===== config.mk =====
export PLATFORM = sky130hd
export DESIGN_NAME = instr_fetch
export DESIGN_NICKNAME = d
export VERILOG_FILES = /design/src/rtl/brq_fetch_pkg.sv /design/src/rtl/fetch_buffer.sv /design/src/rtl/instr_fetch.sv
export SDC_FILE = /design/constraint.sdc
export NUM_CORES = 1
export LEC_CHECK = 0
export BUFFER_PORTS_ARGS = -buffer_cell sky130_fd_sc_hd__buf_2
export CORE_UTILIZATION = 50
export DETAILED_ROUTE_END_ITERATION = 6
export PLACE_DENSITY = 0.74
export SYNTH_ARGS = -nofsm -noshare
export SYNTH_HDL_FRONTEND = slang
export SYNTH_HIERARCHICAL = 1
export SYNTH_SLANG_ARGS = --single-unit

===== constraint.sdc =====
create_clock -name brq_clk -period 12.03 [get_ports brq_clk]
set_input_delay 1.203 -clock brq_clk [delete_from_list [all_inputs] [get_ports brq_clk]]
set_output_delay 1.203 -clock brq_clk [all_outputs]
set_load 0.005 [all_outputs]

===== src/rtl/brq_fetch_pkg.sv =====
// brq_fetch_pkg: shared types and constants for the Buraq-mini fetch stage
// Provides the fetch FSM state encoding, the buffered {pc, instr} entry and
// a helper giving the ICCM size in bytes for a given word-address width.
package brq_fetch_pkg;
   localparam int INSTR_W = 32;
   typedef enum logic [1:0] {IDLE, FETCH, HALT} fetch_state_e;
   typedef struct packed {
      logic [31:0]        pc;
      logic [INSTR_W-1:0] instr;
   } fetch_entry_t;
   function automatic logic [32:0] iccm_bytes(input int aw);
      return 33'd4 << aw;
   endfunction
endpackage


===== src/rtl/fetch_buffer.sv =====
// fetch_buffer: synchronous FIFO of fetch entries with flush
// Ports: brq_clk/brq_rst_n clock and async active-low reset; push/wdata write
// side; pop/rdata read side (rdata is zero when empty); flush empties the FIFO
// and overrides push/pop; full/empty status.
import brq_fetch_pkg::*;
module fetch_buffer #(
   parameter int Depth = 2
) (
   input  logic         brq_clk,
   input  logic         brq_rst_n,
   input  logic         push,
   input  logic         pop,
   input  logic         flush,
   input  fetch_entry_t wdata,
   output fetch_entry_t rdata,
   output logic         full,
   output logic         empty
);
   localparam int PW = $clog2(Depth);
   logic [PW:0]  wptr, rptr;
   fetch_entry_t mem [Depth];
   assign empty = wptr == rptr;
   assign full  = (wptr[PW] != rptr[PW]) && (wptr[PW-1:0] == rptr[PW-1:0]);
   assign rdata = empty ? '0 : mem[rptr[PW-1:0]];
   always_ff @(posedge brq_clk or negedge brq_rst_n) begin
      if (!brq_rst_n) begin
         wptr <= '0;
         rptr <= '0;
      end else if (flush) begin
         wptr <= '0;
         rptr <= '0;
      end else begin
         wptr <= wptr + {{PW{1'b0}}, push};
         rptr <= rptr + {{PW{1'b0}}, pop};
      end
   end
   always_ff @(posedge brq_clk) begin
      if (push && !flush) mem[wptr[PW-1:0]] <= wdata;
   end
endmodule


===== src/rtl/instr_fetch.sv =====
// instr_fetch: Buraq-mini fetch stage between the ICCM and decode
// Ports: brq_clk/brq_rst_n clock and async active-low reset; fetch_en run
// enable; iccm_addr/iccm_read/iccm_rdata ICCM word port (combinational read);
// redirect_valid/redirect_pc branch/jump/trap target; instr_valid/instr_ready
// handshake with instr_o/instr_pc_o head entry; fault_o/fault_pc_o sticky
// misaligned or out-of-range fetch fault.
import brq_fetch_pkg::*;
module instr_fetch #(
   parameter int          DataWidth = 32,
   parameter int          AddrWidth = 15,
   parameter logic [31:0] BootAddr  = 32'h0000_0000,
   parameter int          BufDepth  = 2
) (
   input  logic                 brq_clk,
   input  logic                 brq_rst_n,
   input  logic                 fetch_en,
   output logic [AddrWidth-1:0] iccm_addr,
   output logic                 iccm_read,
   input  logic [DataWidth-1:0] iccm_rdata,
   input  logic                 redirect_valid,
   input  logic [31:0]          redirect_pc,
   output logic                 instr_valid,
   input  logic                 instr_ready,
   output logic [DataWidth-1:0] instr_o,
   output logic [31:0]          instr_pc_o,
   output logic                 fault_o,
   output logic [31:0]          fault_pc_o
);
   fetch_state_e state;
   logic [31:0]  pc;
   logic         pc_ok, pop, push, flush, full, empty;
   fetch_entry_t head;
   assign pc_ok       = (pc[1:0] == 2'b00) && ({1'b0, pc} < iccm_bytes(AddrWidth));
   assign instr_valid = !empty;
   assign pop         = instr_valid && instr_ready;
   // Read strobe depends only on state, pc and buffer space; a redirect
   // merely suppresses the push so it never reaches the ICCM port.
   assign iccm_read   = (state == FETCH) && pc_ok && (!full || pop);
   assign iccm_addr   = pc[AddrWidth+1:2];
   assign flush       = redirect_valid && (state != HALT);
   assign push        = iccm_read && !redirect_valid;
   assign instr_o     = head.instr;
   assign instr_pc_o  = head.pc;
   fetch_buffer #(.Depth(BufDepth)) u_buf (
      .brq_clk   (brq_clk),
      .brq_rst_n (brq_rst_n),
      .push      (push),
      .pop       (pop),
      .flush     (flush),
      .wdata     ('{pc: pc, instr: iccm_rdata}),
      .rdata     (head),
      .full      (full),
      .empty     (empty)
   );
   always_ff @(posedge brq_clk or negedge brq_rst_n) begin
      if (!brq_rst_n) begin
         state      <= IDLE;
         pc         <= BootAddr;
         fault_o    <= 1'b0;
         fault_pc_o <= '0;
      end else if (state != HALT) begin
         state <= fetch_en ? FETCH : IDLE;
         if (redirect_valid) pc <= redirect_pc;
         else if (state == FETCH && !pc_ok) begin
            state      <= HALT;
            fault_o    <= 1'b1;
            fault_pc_o <= pc;
         end else if (push) pc <= pc + 32'd4;
      end
   end
endmodule


==> results of run 1 <==
-- cell usage after synthesis, types with 4 or more instances --
library cell  instances  area, µm²
o21ai_0              57      285.3
mux2_2               33      371.6
edfxtp_1            128       3844
clkbuf_2              6      30.03
buf_2                 8      40.04
o22ai_1              61      381.6
nor2_1               21      78.83
a221oi_1              6      52.55
inv_1                11      41.29
and4_1                7      61.31
nor2b_1               4      25.02
nand3_1               5      25.02
buf_4                17      127.6
buf_6                 9      101.4
clkbuf_1             20      75.07
o21ai_1              14      70.07
nand4_1               8      50.05
a211oi_1              9      67.56
nor4_1                9      56.30
nand2_1             103      386.6
nor3_1                5      25.02
dfrtp_1              71       1777
-- layout make-up --
cell class / count / area, µm²
well taps: 220 / 275.3
clock buffers: 23 / 489.2
inverters: 11 / 41.29
flip-flops and latches: 199 / 5625
repair buffers: 188 / 958.4
clock inverters: 9 / 68.82
multi-input cells: 410 / 2564
fillers: 1368 / 6679
-- cells by family (layout without fill, tap and decap cells) --
kind of cell,after synthesis,after routing,share of synthesized area (%)
flip-flops,199,199,65.19
AO/OA/AOI/OAI,188,188,14.25
AND/OR/NAND/NOR,179,179,9.665
buffers and inverters,75,231,5.384
multiplexers,35,35,4.571
XOR/XNOR,5,5,0.5080
adder cells (fa/ha/maj),3,3,0.4354
-- path summary, 6_finish.rpt --
| kind | slack (ps) | from | cells past startpoint | endpoint |
|---|---|---|---|---|
| setup / recovery | 7960 | redirect_valid | 5 | u_buf/mem[1][43] |
| hold / removal | 480 | fault_o | 1 | fault_o |
| setup reg to reg | 8160 | u_buf/rptr[0] | 7 | u_buf/mem[1][43] |
| hold reg to reg | 480 | fault_o | 1 | fault_o |
| max in group asynchronous | 10480 | brq_rst_n | 1 | u_buf/rptr[0] |
| min in group asynchronous | 900 | brq_rst_n | 1 | fault_pc_o[4] |
-- metal layers --
metal	up-vias	wire [µm]
met4	0	217
met2	255	9140
met1	2960	8892
met3	16	1254
met5	-	0
li1	2874	-
-- power groups by stage --
stage                     sequential [W]  clock (W)  combinational [W]
after floorplan                 0.000746          0           0.000192
final                           0.000754   0.000529           0.000260
after global placement          0.000768          0           0.000258
after global routing            0.000756   0.000564           0.000288
after CTS                       0.000753   0.000537           0.000261
after detailed placement        0.000768          0           0.000260
-- per-stage QoR --
| step | total power (W) | std cells | area [µm²] | worst slack (ps) | hold WS (ps) |
|---|---|---|---|---|---|
| 4_1_cts | 0.001552 | 1060 | 10020 | 8032 | 483.3 |
| 6_report | 0.001542 | 1060 | 10020 | 7961 | 482.1 |
| 3_3_place_gp | 0.001025 | 1028 | 9464 | 7636 | 447.5 |
| 3_5_place_dp | 0.001028 | 1028 | 9464 | 7583 | 460.0 |
| 2_1_floorplan | 0.0009387 | 684 | 8622 | 4643 | 459.0 |
| 5_1_grt | 0.001609 | 1060 | 10020 | 7832 | 494.8 |
-- state kept, by name, summed over array words and instances (netlist names) --
register and cells:
state 2, fault_o 1, u_buf/wptr 2, u_buf/rptr 2, u_buf/mem 128, pc 32, fault_pc_o 32
==> impl_metrics.py, run 1 <==
metrics = {
    "run_status": {
        "outcome": "finished with violations",
        "violations": "DRC",
    },
    "clock_network": {
        "clk_pin_slew_ps": 70,
        "cts_num_sinks": 199,
        "cts_made_buffers": 17,
        "post_cts_resized": 0,
        "cts_setup_buffers": 0,
        "htree_num_levels": 4,
        "cts_tree": "done",
        "clockRootBuffer": "clkbuf_16",
        "insertion_delay_ps": 430,
        "clk_path_buf_depth": 2,
        "ctsHoldBuffers": 0,
    },
    "pwr": {
        "power.leakage_nw": 4.380,
        "combPwrFrac_pct": 16.8,
        "powerDensity_mw_per_mm2": 153.9,
        "seq_power_share_pct": 48.9,
        "intPower_w": 0.001118,
        "p_clk_share_pct": 34.3,
        "switching_share_pct": 27.54,
        "vdd_drop_max_v": 0.00009411,
        "p_sw_w": 0.0004248,
    },
    "timing": {
        "skew_ps": 10.25,
        "fin_tns_setup_ps": 0,
        "hold_viol_final": 0,
        "setup_viol": 0,
        "fin_crit_ps": 4069,
        "rsz0062_at_grt": "no",
        "tightest_slew_ps": 1149,
        "period_share_pct": 33.83,
        "slew_violations": 0,
        "fmax_ghz": 0.2457,
        "slew_headroom_pct": 23.04,
    },
    "global_route": {
        "grt_pass1_wl_mm": 30.11,
        "antenna_found_initial": 0,
        "grt_pass1_vias": 5596,
        "grt_util_met3_pct": 4.072,
        "grt_usage_pct": 22.26,
        "grt_max_degree": 89,
        "overflow": 0,
        "use_met1_pct": 32.47,
        "met2_usage_pct": 34.29,
        "grt_busiest_layer": "met2",
    },
    "synth": {
        "syn-mean-instance-area_um2": 12.61,
        "ys_types": 61,
        "synth_edf_count": 128,
        "synth_async_sr_flop_share_pct": 35.68,
        "ys_dominant_reg_cell": "edfxtp_1",
        "syn-num-nets": 756,
        "ys_seq_elements": 199,
        "synth_area_mm2": 0.008622,
        "yosysWarnings": 6,
        "synthCells": 684,
        "ys_seq_area_share_pct": 65.19,
    },
    "setup_path": {
        "cpPeakStageDelay_ps": 710,
        "required_ps": 12080,
        "path_cells": "buf_2, nand2_1, inv_1, and3b_2, buf_4",
        "crit_type": "primary input to register",
        "cp_slowest_cell": "nand2_1",
        "critPathBufInv": 3,
        "worstPathArrival_ps": 4120,
        "path_delay_family": "buffers and inverters",
        "endpoint_kind": "register",
        "cp_max_fo": 45,
        "cp-start-kind": "primary input",
    },
    "cells_and_area": {
        "mostFrequentLayoutCells": "181 x buf_2, 128 x edfxtp_1, 103 x nand2_1",
        "num_antenna_cells": 0,
        "fin_util_pct": 60.01,
        "finalNetCount": 899,
        "areaGrowthSynthToFinish_pct": 16.24,
        "final_common_cell": "buf_2",
        "final_layout_size_suffix_gt1_share_pct": 31.90,
    },
    "floorplan": {
        "rows": 47,
        "die-area_mm2": 0.01777,
        "boundaryPins": 183,
        "core-area_mm2": 0.01670,
        "die_h_um": 133.3,
        "fp.dieW_um": 133.3,
        "start_util_pct": 51.63,
    },
    "drt": {
        "via_per_inst": 5.759,
        "avgRoutedWirePerCell_um": 18.40,
        "drt_iter0_drc": 576,
        "first_pass_iters": 7,
        "wirelength_mm": 19.50,
        "drc_errors": 2,
        "antenna_left": 0,
        "route.vias.total": 6105,
    },
    "placement": {
        "finalWeightedCongestion": 0.8936,
        "hpwlAfterDp_mm": 12.28,
        "port_buffers": 182,
    },
    "flow_run": {
        "drv_cap": 0,
    },
    "worst_hold_path": {
        "hp-class": "register to register",
    },
}
Note: power is estimated with default switching activity, not from simulation.
==> run 2, diff against run 1 <==
- ABC_AREA: unset -> 1
- PLACE_DENSITY: 0.74 -> 0.73
- clock period: 12.03 -> 3.9 ns (I/O delays scaled with it)
==> run 2 against run 1 <==
The flow now finishes without violations. Clock skew grew 1.9 ps. Hold slack worse by 340 ps. Synthesized cell count is 67% higher. Cell count up 48%. Wire length up 18%. Flip-flop and latch count did not move. Area after synthesis rose by 16%. Clock power grew to 3.3 times the previous value. Sequential share of layout area decreased by 7.3 points. Clock-buffer cell count shrank 6. Design area is 15% higher.
==> impl_metrics.py, run 2 <==
metrics = {
    "drt": {
        "avgRoutedWirePerCell_um": 14.70,
        "wirelength_mm": 23.07,
        "antenna_left": 0,
        "first_pass_iters": 5,
        "drc_errors": 0,
        "route.vias.total": 7724,
        "via_per_inst": 4.920,
        "drt_iter0_drc": 574,
    },
    "placement": {
        "port_buffers": 182,
        "dpl_cell_area_mm2": 0.01091,
        "hpwlAfterDp_mm": 15.79,
        "finalWeightedCongestion": 1.010,
        "dp_cells": 1537,
    },
    "synth": {
        "yosys.area_share.simple_pct": 22.72,
        "synth_async_sr_flop_share_pct": 35.68,
        "synth_common_cells": "296 x nand2_1, 205 x nor2_1, 174 x inv_1, 128 x edfxtp_1, 71 x dfrtp_1",
        "synth_edf_count": 128,
        "synth_most_common_cell": "nand2_1",
        "synth.top_cell.area_share_pct": 38.50,
        "synth_adder_area_share_pct": 0.3760,
        "syn-mean-instance-area_um2": 8.734,
        "synth_compound_area_share_pct": 8.798,
        "ys_types": 34,
        "synth-xor-area-share_pct": 0.5264,
        "ys_dominant_reg_cell": "edfxtp_1",
        "synthCells": 1143,
        "synth_top_cells_by_area": "edfxtp_1 39%, dfrtp_1 18%, nand2_1 11%, nor2_1 7.7%, inv_1 6.5%",
        "syn-num-nets": 1215,
        "yosysWarnings": 6,
        "synth_top_area_cell": "edfxtp_1",
        "ys_seq_elements": 199,
        "synth_mux_area_share_pct": 0,
        "ys_seq_area_share_pct": 56.30,
        "synth_top_family_by_area": "simple AND/OR/NAND/NOR gates",
        "synth_area_mm2": 0.009983,
    },
    "cells_and_area": {
        "fin_cells": 1570,
        "final_layout_size_suffix_gt1_share_pct": 23.30,
        "final_common_cell": "nand2_1",
        "fin_util_pct": 58.94,
        "mostFrequentLayoutCells": "294 x nand2_1, 205 x nor2_1, 182 x buf_2",
        "n_fill_cell": 1723,
        "areaGrowthSynthToFinish_pct": 15.28,
        "num_antenna_cells": 0,
        "largest_reg_flops": 128,
        "stdcell_area_mm2": 0.01151,
        "finalNetCount": 1364,
    },
    "pwr": {
        "powerDensity_mw_per_mm2": 502.0,
        "vdd_drop_max_v": 0.0003150,
        "power.leakage_nw": 5.574,
    },
    "clock_network": {
        "clockRootBuffer": "clkbuf_16",
        "cts_tree": "done",
        "post_cts_resized": 0,
        "clk_pin_slew_ps": 80,
        "cts_made_buffers": 17,
        "clk_path_buf_depth": 2,
        "cts_num_sinks": 199,
        "insertion_delay_ps": 440,
        "htree_num_levels": 4,
    },
    "global_route": {
        "overflow": 0,
        "grt_pass1_wl_mm": 36.05,
        "antenna_found_initial": 0,
        "grt_max_degree": 91,
        "grt_pass1_vias": 7203,
        "grt_usage_pct": 23.11,
    },
    "setup_path": {
        "worstPathArrival_ps": 3100,
        "crit_type": "register to register",
        "rr_startpoint": "u_buf/rptr[0]",
        "cpPeakStageDelay_ps": 660,
        "path_cells": "nand2_1, nand2_4, and2_1, inv_1, nand2_1, a21oi_1, nand3_4, nor2_1, inv_1, nor3_4, buf_12",
        "r2r_cells": 11,
        "rrSetupSlack_ps": 900,
        "cp_slowest_cell": "dfrtp_4",
        "endpoint_kind": "register",
        "cp_max_fo": 64,
        "r2r-end": "u_buf/mem[1][62]",
        "required_ps": 4000,
        "cp-start-kind": "register",
    },
    "timing": {
        "tightest_slew_ps": 1009,
        "slew_violations": 0,
        "fmax_ghz": 0.3335,
        "hold_viol_final": 0,
        "fin_crit_ps": 2998,
        "period_share_pct": 76.88,
        "fin_tns_setup_ps": 0,
        "slew_headroom_pct": 32.70,
        "holdWs_ps": 138.8,
        "rsz0062_at_grt": "no",
        "setup_viol": 0,
        "skew_ps": 12.18,
    },
    "floorplan": {
        "core-area_mm2": 0.01953,
        "die-area_mm2": 0.02054,
        "start_util_pct": 51.13,
        "boundaryPins": 183,
        "die_h_um": 143.3,
        "rows": 51,
        "fp.dieW_um": 143.3,
    },
    "worst_hold_path": {
        "whs_endpoint": "u_buf/mem[1][15]",
        "hp-class": "primary input to register",
        "min_path_cells": 1,
        "hold_start": "iccm_rdata[15]",
    },
    "run_status": {
        "outcome": "complete, no violations",
    },
    "flow_run": {
        "drv_cap": 0,
    },
}
## run 2: changes by cell type after synthesis, sizes merged, moves of 37 or more
cell,before,now
nand2,103,299
inv,11,181
nor2,21,213
a21oi,2,80
o22ai,64,0
nand3,6,43
## run 2: power by group
part           leakage [nW]  switching, W  internal, W
logic                  3.19       0.00103     0.000603
registers              2.10      0.000116      0.00228
clock network         0.288      0.000878     0.000868
## run 2: cell families after synthesis
logic type,after synthesis
adder cells (fa/ha/maj),3
flip-flops,199
AO/OA/AOI/OAI,130
XOR/XNOR,6
buffers and inverters,242
AND/OR/NAND/NOR,563
## run 2: cell type report
type | count | area [µm²] | share of cell area (%)
Inverter | 181 | 681.9 | 5.925
Clock buffer | 17 | 425.4 | 3.696
Sequential cell | 199 | 5624 | 48.87
Multi-Input combinational cell | 702 | 3274 | 28.45
Clock inverter | 15 | 165.2 | 1.435
Timing Repair Buffer | 191 | 1006 | 8.741
Tap cell | 265 | 331.6 | 2.881
## run 2: worst max-delay path by stage
stage             startpoint  slack, ps          endpoint  depth (start not counted)
2_1_floorplan  u_buf/wptr[0]       -840   u_buf/mem[1][0]                         13
3_3_place_gp   u_buf/rptr[0]       1020  u_buf/mem[1][30]                         12
3_5_place_dp   u_buf/rptr[0]        920  u_buf/mem[1][29]                         12
4_1_cts        u_buf/rptr[0]        890  u_buf/mem[1][30]                         12
5_1_grt        u_buf/rptr[0]        680  u_buf/mem[1][58]                         12
6_report       u_buf/rptr[0]        900  u_buf/mem[1][62]                         11
## run 2: repair_timing
| item | CTS | global route |
|---|---|---|
| setup endpoints to repair | 0 | 0 |
| hold buffers | 1 | 0 |
| endpoints found under the hold margin | 23 | 0 |
| setup buffers | 0 | 0 |
## run 2: per-layer routing
metal / GRT usage (%) / wire length, µm / share of wire [%]
met4: 8.623 / 563 / 2.4
met2: 37.64 / 10700 / 46
met5: 0 / 0 / 0
met1: 30.80 / 10160 / 44
met3: 4.432 / 1645 / 7.1
## run 2: per-stage QoR
| stage | setup slack [ps] | power (W) |
|---|---|---|
| 2_1_floorplan | -836.2 | 0.003647 |
| 6_report | 901.5 | 0.005777 |
| 3_5_place_dp | 917.3 | 0.004093 |
| 3_3_place_gp | 1024 | 0.004054 |
| 5_1_grt | 683.1 | 0.006118 |
| 4_1_cts | 889.9 | 0.005828 |
## run 2: worst max-delay path: cells and delay by family (launching register included)
family	cells	cell delay [ps]
AO/OA/AOI/OAI	1	220
buffers and inverters	3	540
flip-flops	1	660
AND/OR/NAND/NOR	7	1200
